<file path="src/rtl/axi_lite_chain_pkg.sv">
// Shared types and constants for the AXI4-Lite master/passthrough/slave loopback chain.
package axi_lite_chain_pkg;

  localparam logic [1:0]  RespOkay    = 2'b00;
  localparam logic [1:0]  RespSlvErr  = 2'b10;
  localparam logic [31:0] PatternBase = 32'hA5A5_0000;
  localparam logic [31:0] ErrReadData = 32'hDEAD_BEEF;

  typedef enum logic [2:0] {
    StIdle,
    StWaddr,
    StWresp,
    StRaddr,
    StRdata,
    StDone
  } mst_state_e;

  // Data word the master writes to (and expects back from) transaction idx
  function automatic logic [31:0] pattern_word(input logic [7:0] idx);
    return PatternBase | {24'h0, idx};
  endfunction

  // 8-bit increment that sticks at 255
  function automatic logic [7:0] sat_inc8(input logic [7:0] v);
    return (v == 8'hFF) ? v : v + 8'd1;
  endfunction

endpackage

</file>
<file path="src/rtl/axi_lite_mem_slv.sv">
// Memory-backed AXI4-Lite slave: one outstanding write and one outstanding read.
// Optional macro SLV_BACKPRESSURE_EN: READYs follow a free-running toggle and a one-cycle
// gap is inserted after each B/R handshake before the next request is accepted.
module axi_lite_mem_slv
  import axi_lite_chain_pkg::*;
#(
  parameter int unsigned ADDR_W    = 8,
  parameter int unsigned DATA_W    = 32,
  parameter int unsigned MEM_DEPTH = 16
) (
  input  logic                clk_i,
  input  logic                rst_i,
  input  logic                aw_valid_i,
  output logic                aw_ready_o,
  input  logic [ADDR_W-1:0]   aw_addr_i,
  input  logic                w_valid_i,
  output logic                w_ready_o,
  input  logic [DATA_W-1:0]   w_data_i,
  input  logic [DATA_W/8-1:0] w_strb_i,
  output logic                b_valid_o,
  input  logic                b_ready_i,
  output logic [1:0]          b_resp_o,
  input  logic                ar_valid_i,
  output logic                ar_ready_o,
  input  logic [ADDR_W-1:0]   ar_addr_i,
  output logic                r_valid_o,
  input  logic                r_ready_i,
  output logic [DATA_W-1:0]   r_data_o,
  output logic [1:0]          r_resp_o
);

  localparam int unsigned MemAw = (MEM_DEPTH > 1) ? $clog2(MEM_DEPTH) : 1;

  logic [DATA_W-1:0]   mem_q [MEM_DEPTH];
  logic                aw_got_q, w_got_q;
  logic [ADDR_W-1:0]   aw_addr_q;
  logic [DATA_W-1:0]   w_data_q;
  logic [DATA_W/8-1:0] w_strb_q;
  logic                b_valid_q, r_valid_q;
  logic [1:0]          b_resp_q, r_resp_q;
  logic [DATA_W-1:0]   r_data_q;

  function automatic logic addr_ok(input logic [ADDR_W-1:0] a);
    return (a[1:0] == 2'b00) && (32'(a[ADDR_W-1:2]) < MEM_DEPTH);
  endfunction

`ifdef SLV_BACKPRESSURE_EN
  logic tog_q, b_gap_q, r_gap_q;

  // Toggle for alternating READY, plus one-cycle gap after each response handshake
  always_ff @(posedge clk_i) begin
    if (rst_i) begin
      tog_q   <= 1'b0;
      b_gap_q <= 1'b0;
      r_gap_q <= 1'b0;
    end else begin
      tog_q   <= ~tog_q;
      b_gap_q <= b_valid_q & b_ready_i;
      r_gap_q <= r_valid_q & r_ready_i;
    end
  end

  assign aw_ready_o = tog_q & ~aw_got_q & ~b_valid_q & ~b_gap_q;
  assign w_ready_o  = tog_q & ~w_got_q & ~b_valid_q & ~b_gap_q;
  assign ar_ready_o = tog_q & ~r_valid_q & ~r_gap_q;
`else
  assign aw_ready_o = 1'b1;
  assign w_ready_o  = 1'b1;
  assign ar_ready_o = 1'b1;
`endif

  logic                aw_hs, w_hs, ar_hs, wr_fire, wr_ok, rd_ok;
  logic [ADDR_W-1:0]   wr_addr;
  logic [DATA_W-1:0]   wr_data;
  logic [DATA_W/8-1:0] wr_strb;

  assign aw_hs   = aw_valid_i & aw_ready_o;
  assign w_hs    = w_valid_i & w_ready_o;
  assign ar_hs   = ar_valid_i & ar_ready_o;
  // Commit as soon as both halves are held or arriving, so BVALID rises the next cycle
  assign wr_fire = (aw_got_q | aw_hs) & (w_got_q | w_hs) & ~b_valid_q;
  assign wr_addr = aw_got_q ? aw_addr_q : aw_addr_i;
  assign wr_data = w_got_q ? w_data_q : w_data_i;
  assign wr_strb = w_got_q ? w_strb_q : w_strb_i;
  assign wr_ok   = addr_ok(wr_addr);
  assign rd_ok   = addr_ok(ar_addr_i);

  // Memory array: contents are not reset
  always_ff @(posedge clk_i) begin
    if (!rst_i && wr_fire && wr_ok) begin
      for (int b = 0; b < DATA_W / 8; b++) begin
        if (wr_strb[b]) mem_q[wr_addr[MemAw+1:2]][8*b +: 8] <= wr_data[8*b +: 8];
      end
    end
  end

  // Write/read channel control and response registers
  always_ff @(posedge clk_i) begin
    if (rst_i) begin
      aw_got_q  <= 1'b0;
      w_got_q   <= 1'b0;
      aw_addr_q <= '0;
      w_data_q  <= '0;
      w_strb_q  <= '0;
      b_valid_q <= 1'b0;
      b_resp_q  <= RespOkay;
      r_valid_q <= 1'b0;
      r_resp_q  <= RespOkay;
      r_data_q  <= '0;
    end else begin
      if (wr_fire) begin
        aw_got_q  <= 1'b0;
        w_got_q   <= 1'b0;
        b_valid_q <= 1'b1;
        b_resp_q  <= wr_ok ? RespOkay : RespSlvErr;
      end else begin
        if (aw_hs) begin
          aw_got_q  <= 1'b1;
          aw_addr_q <= aw_addr_i;
        end
        if (w_hs) begin
          w_got_q  <= 1'b1;
          w_data_q <= w_data_i;
          w_strb_q <= w_strb_i;
        end
        if (b_valid_q && b_ready_i) b_valid_q <= 1'b0;
      end
      if (ar_hs && !r_valid_q) begin
        r_valid_q <= 1'b1;
        r_data_q  <= rd_ok ? mem_q[ar_addr_i[MemAw+1:2]] : ErrReadData;
        r_resp_q  <= rd_ok ? RespOkay : RespSlvErr;
      end else if (r_valid_q && r_ready_i) begin
        r_valid_q <= 1'b0;
      end
    end
  end

  assign b_valid_o = b_valid_q;
  assign b_resp_o  = b_resp_q;
  assign r_valid_o = r_valid_q;
  assign r_data_o  = r_data_q;
  assign r_resp_o  = r_resp_q;

endmodule

</file>
<file path="src/rtl/axi_lite_mst_pt_slv_chain.sv">
// AXI4-Lite loopback: write/readback traffic master, zero-latency passthrough monitor,
// memory slave. Optional macro SLV_BACKPRESSURE_EN throttles the slave READYs.
module axi_lite_mst_pt_slv_chain
  import axi_lite_chain_pkg::*;
#(
  parameter int unsigned ADDR_W    = 8,
  parameter int unsigned DATA_W    = 32,
  parameter int unsigned NUM_TXN   = 16,
  parameter int unsigned MEM_DEPTH = 16
) (
  input  logic       aclk,
  input  logic       aresetn,
  output logic       done,
  output logic       pass,
  output logic [7:0] err_count,
  output logic [7:0] wr_count,
  output logic [7:0] rd_count
);

  // Internal bus; master and slave share the same nets so the passthrough adds no latency
  logic                aw_valid, aw_ready, w_valid, w_ready, b_valid, b_ready;
  logic                ar_valid, ar_ready, r_valid, r_ready;
  logic [ADDR_W-1:0]   aw_addr, ar_addr;
  logic [DATA_W-1:0]   w_data, r_data;
  logic [DATA_W/8-1:0] w_strb;
  logic [1:0]          b_resp, r_resp;

  mst_state_e state_q, state_d;
  logic [7:0] idx_q, idx_d, err_q, err_d, wr_cnt_q, rd_cnt_q;
  logic       aw_done_q, aw_done_d, w_done_q, w_done_d, last;

  assign last = (32'(idx_q) + 32'd1) >= NUM_TXN;

  // Master state register
  always_ff @(posedge aclk) begin
    if (aresetn) begin
      state_q   <= StIdle;
      idx_q     <= '0;
      err_q     <= '0;
      aw_done_q <= 1'b0;
      w_done_q  <= 1'b0;
    end else begin
      state_q   <= state_d;
      idx_q     <= idx_d;
      err_q     <= err_d;
      aw_done_q <= aw_done_d;
      w_done_q  <= w_done_d;
    end
  end

  // Master next-state
  always_comb begin
    state_d   = state_q;
    idx_d     = idx_q;
    err_d     = err_q;
    aw_done_d = aw_done_q;
    w_done_d  = w_done_q;
    unique case (state_q)
      StIdle: begin
        idx_d   = '0;
        state_d = StWaddr;
      end
      StWaddr: begin
        if (aw_valid && aw_ready) aw_done_d = 1'b1;
        if (w_valid && w_ready) w_done_d = 1'b1;
        if (aw_done_d && w_done_d) begin
          aw_done_d = 1'b0;
          w_done_d  = 1'b0;
          state_d   = StWresp;
        end
      end
      StWresp: begin
        if (b_valid) begin
          if (b_resp != RespOkay) err_d = sat_inc8(err_q);
          if (last) begin
            idx_d   = '0;
            state_d = StRaddr;
          end else begin
            idx_d   = idx_q + 8'd1;
            state_d = StWaddr;
          end
        end
      end
      StRaddr: begin
        if (ar_ready) state_d = StRdata;
      end
      StRdata: begin
        if (r_valid) begin
          if (r_data != pattern_word(idx_q) || r_resp != RespOkay) err_d = sat_inc8(err_q);
          if (last) begin
            state_d = StDone;
          end else begin
            idx_d   = idx_q + 8'd1;
            state_d = StRaddr;
          end
        end
      end
      StDone: state_d = StDone;
      default: state_d = StIdle;
    endcase
  end

  // Master outputs: bus drive and status
  always_comb begin
    aw_valid  = (state_q == StWaddr) && !aw_done_q;
    w_valid   = (state_q == StWaddr) && !w_done_q;
    aw_addr   = ADDR_W'({idx_q, 2'b00});
    w_data    = pattern_word(idx_q);
    w_strb    = '1;
    b_ready   = (state_q == StWresp);
    ar_valid  = (state_q == StRaddr);
    ar_addr   = ADDR_W'({idx_q, 2'b00});
    r_ready   = (state_q == StRdata);
    done      = (state_q == StDone);
    pass      = (state_q == StDone) && (err_q == 8'd0);
    err_count = err_q;
  end

  // Passthrough monitor: counts completed B and R handshakes
  always_ff @(posedge aclk) begin
    if (aresetn) begin
      wr_cnt_q <= '0;
      rd_cnt_q <= '0;
    end else begin
      if (b_valid && b_ready) wr_cnt_q <= sat_inc8(wr_cnt_q);
      if (r_valid && r_ready) rd_cnt_q <= sat_inc8(rd_cnt_q);
    end
  end

  assign wr_count = wr_cnt_q;
  assign rd_count = rd_cnt_q;

  axi_lite_mem_slv #(
    .ADDR_W    (ADDR_W),
    .DATA_W    (DATA_W),
    .MEM_DEPTH (MEM_DEPTH)
  ) u_slv (
    .clk_i      (aclk),
    .rst_i      (aresetn),
    .aw_valid_i (aw_valid),
    .aw_ready_o (aw_ready),
    .aw_addr_i  (aw_addr),
    .w_valid_i  (w_valid),
    .w_ready_o  (w_ready),
    .w_data_i   (w_data),
    .w_strb_i   (w_strb),
    .b_valid_o  (b_valid),
    .b_ready_i  (b_ready),
    .b_resp_o   (b_resp),
    .ar_valid_i (ar_valid),
    .ar_ready_o (ar_ready),
    .ar_addr_i  (ar_addr),
    .r_valid_o  (r_valid),
    .r_ready_i  (r_ready),
    .r_data_o   (r_data),
    .r_resp_o   (r_resp)
  );

endmodule

</file>
<file path="config.mk">
export PLATFORM = sky130hd
export DESIGN_NAME = axi_lite_mst_pt_slv_chain
export DESIGN_NICKNAME = d
export VERILOG_FILES = /design/src/rtl/axi_lite_chain_pkg.sv /design/src/rtl/axi_lite_mem_slv.sv /design/src/rtl/axi_lite_mst_pt_slv_chain.sv
export SDC_FILE = /design/constraint.sdc
export NUM_CORES = 1
export LEC_CHECK = 0
export CORE_MARGIN = 4
export CORE_UTILIZATION = 47
export DETAILED_ROUTE_END_ITERATION = 16
export PLACE_DENSITY = 0.63
export SYNTH_ARGS = -nofsm -noshare
export SYNTH_HDL_FRONTEND = slang
export SYNTH_HIERARCHICAL = 1
export SYNTH_SLANG_ARGS = --single-unit
</file>
<file path="constraint.sdc">
create_clock -name aclk -period 6.3 [get_ports aclk]
set_clock_uncertainty 0.05 [all_clocks]
set_input_delay 1.26 -clock aclk [delete_from_list [all_inputs] [get_ports aclk]]
set_output_delay 1.26 -clock aclk [all_outputs]
set_load 0.01 [all_outputs]
</file>
==> flow_summary_export.csv <==
group,metric,value,unit
final_layout,area_growth,11.8,%
clock_tree,cts_inserted_buffers,61,
logic_synthesis,synth_top_family_by_area,"multiplexers",
timing,hold_violations,0,
floorplanning,start_util,47.5,%
clock_tree,clk_latency,0.63,ns
final_layout,area.sequential,0.0178,sq mm
flow_run,maxCapViolCount,0,
routing,post_drt_wl_per_cell,26.6,microns
clock_tree,cts_tree,"yes",
critical_path,critPathLaunchType,"flip-flop",
global_routing,gr-usage-met2,36.3,%
place,io_buffers,27,
timing,rsz0062_at_grt,"false",
final_layout,fin_util,53.1,%
timing,drv_slew,0,
logic_synthesis,ys_warn_count,6,
timing,fmaxAchievable,275,MHz
place,place_area,0.0266,sq mm
logic_synthesis,netlist_area,0.0256,sq mm
clock_tree,cts_resized,0,
routing,firstDrtPassIters,8,
power,ir_drop,234,uV
clock_tree,hold_buffers,0,
routing,vias_per_cell,5.88,
logic_synthesis,ys_seq_elements,631,
logic_synthesis,synth-adder-area-share,0.294,%
global_routing,antenna_found_initial,1,
routing,drtAntennaViolNets,0,
hold_path,holdPathStages,2,
logic_synthesis,async_reset_ff_share,0,%
logic_synthesis,synth_ff_type,"edfxtp_1",
floorplanning,core_area,0.0538,sq mm
global_routing,grt_use_met3,4.43,%
floorplanning,die_y,241,microns
global_routing,track_usage,22.1,%
floorplanning,die_x,241,microns
routing,drc,0,
logic_synthesis,ys_seq_area_share,69.5,%
clock_tree,cts_setup_buffers,0,
logic_synthesis,synth_xor_area_share,0.925,%
global_routing,busiest_layer,"met2",
global_routing,use_met1,30.6,%
clock_tree,cts.path.max_buffers,3,
timing,setup_tns,0,ns
critical_path,required,4.99,ns
timing,fin_crit,3.64,ns
routing,drtIter0Drc,1326,
final_layout,fill_cells,4303,
floorplanning,io-pin-count,28,
power,power_density,325,mW/mm^2
logic_synthesis,syn_avg_cell_area,15.9,sq um
critical_path,endpoint_kind,"output port",
routing,wirelength,64500,microns
clock_tree,cts_sinks,631,
clock_tree,htree_levels,2,
place,hpwl,41200,microns
critical_path,worstPathArrival,2.33,ns
floorplanning,rows,85,
routing,vias,14300,
final_layout,drive_above_1_share,18.2,%
logic_synthesis,yosysUniqueCellTypes,74,
timing,min_period_over_period,57.8,%
final_layout,finalNetCount,1687,
power,totalPowerFinal,0.00928,W
global_routing,overflow,0,
timing,worst-slew-pin-transition,1.08,ns
logic_synthesis,netlist_instances,1606,
clock_tree,clk_pin_slew,0.06,ns
global_routing,grt_max_degree,72,
outcome,outcome,"finished clean",
critical_path,critPathKind,"flip-flop to output port",
logic_synthesis,synth-simple-area-share,7.01,%
critical_path,crit_fanout,17,
timing,timing.slew.headroom,28.1,%
logic_synthesis,synth_compound_area_share,6.44,%
global_routing,grt_pass1_vias,14100,
logic_synthesis,synth_edf_count,512,
critical_path,r2r_slack,2.75,ns
logic_synthesis,synth.area.mux_share,13.7,%
place,gp_congestion,0.849,
clock_tree,clockRootBuffer,"clkbuf_16",
timing,timing.final.ws_setup,2.66,ns
power,p_leak,9.02,nW
global_routing,grt_pass1_wl,94500,microns
final_layout,multi_input_area,0.00751,sq mm
place,place_ws,2.37,ns
timing,final-setup-viol-count,0,
floorplanning,die_area,0.0582,sq mm
critical_path,rr_worst_depth,4,
hold_path,hold_path.class,"flip-flop to flip-flop",
final_layout,postLayoutCellArea,0.0286,sq mm
-- cells in the mapped netlist, types with 8 or more instances --
library cell	count	area, sq um
a21oi_1	46	230
edfxtp_1	512	15400
o22ai_1	28	175
nand2_1	109	409
inv_1	11	41.3
and3_1	11	68.8
o21ai_0	18	90.1
dfxtp_1	119	2380
nor2b_1	14	87.6
nand4_1	11	68.8
mux2i_1	43	430
buf_4	10	75.1
a221o_1	8	80.1
a2111o_1	8	90.1
nand2b_1	13	81.3
mux4_2	75	1690
a211o_1	14	123
nand3_1	9	45.0
a22oi_1	22	165
o21bai_1	24	180
nor2_1	139	522
a211oi_1	9	67.6
a31oi_1	26	163
buf_2	29	145
nor3_1	14	70.1
xor2_1	12	105
mux2_2	106	1190
xnor2_1	15	131
clkbuf_1	43	161
-- critical path: stages (launching register included) --
cell	delay, ns
dfxtp_1	0.48
nand2b_2	0.33
nor2_1	0.19
and3_1	0.18
clkdlybuf4s50_1	0.54
-- metal layers --
layer	share of wire [%]	vias up
met1	42	7318
met2	48	519
li1	-	6323
met5	0.020	-
met4	2.5	2
met3	6.8	104
-- final cells by class --
cell class,instances,share of cell area [%]
Sequential cell,631,62.2
Multi-Input combinational cell,931,26.3
Clock buffer,75,5.60
Tap cell,696,3.05
Clock inverter,38,1.38
Timing Repair Buffer,43,1.36
Inverter,11,0.145
Antenna cell,1,0.00876
-- cells in the final DEF (no fill, tap or decap), types with 28 or more instances in the layout --
cell type / instances
edfxtp_1: 512
nor2_1: 139
dfxtp_1: 114
nand2_1: 109
mux2_2: 106
mux4_2: 75
conb_1: 67
clkbuf_16: 62
a21oi_1: 46
mux2i_1: 43
o22ai_1: 28
-- metrics by stage --
| step | hold slack [ns] | instances |
|---|---|---|
| 2_1_floorplan | 0.383 | 1669 |
| 3_3_place_gp | 0.388 | 2312 |
| 3_5_place_dp | 0.396 | 2312 |
| 4_1_cts | 0.405 | 2425 |
| 5_1_grt | 0.424 | 2425 |
| 6_report | 0.404 | 2426 |
-- kinds of logic after synthesis --
| family | count (synthesis) |
|---|---|
| simple gates | 366 |
| buf+inv | 107 |
| flops | 631 |
| mux | 231 |
| xor+xnor | 27 |
| fa+ha+maj | 6 |
| compound gates | 234 |
| other cells | 4 |
-- path summary, 6_finish.rpt --
kind | start | end
worst max register to register | u_slv/w_got_q$_SDFFE_PP0P_ | u_slv/mem_q[2][10]$_DFFE_PP_
worst min register to register | u_slv/w_strb_q[3]$_SDFFE_PP0P_ | u_slv/w_strb_q[3]$_SDFFE_PP0P_
worst min-delay path | u_slv/w_strb_q[3]$_SDFFE_PP0P_ | u_slv/w_strb_q[3]$_SDFFE_PP0P_
worst max-delay path | state_q[1]$_SDFFE_PP0P_ | pass
-- flip-flops by register name, summed over array words and instances (netlist names), 8 cells and up --
signal and count:
idx_q 8, err_count 8, u_slv/aw_addr_q 8, wr_count 8
rd_count 8, u_slv/w_data_q 32, u_slv/r_data_o 32, u_slv/mem_q 512
-- power breakdown --
part           switching, W  internal (W)
clock network       0.00152       0.00212
registers         0.0000922       0.00469
logic              0.000576      0.000271
total               0.00219       0.00708
Power figures use the tool's default switching activity.
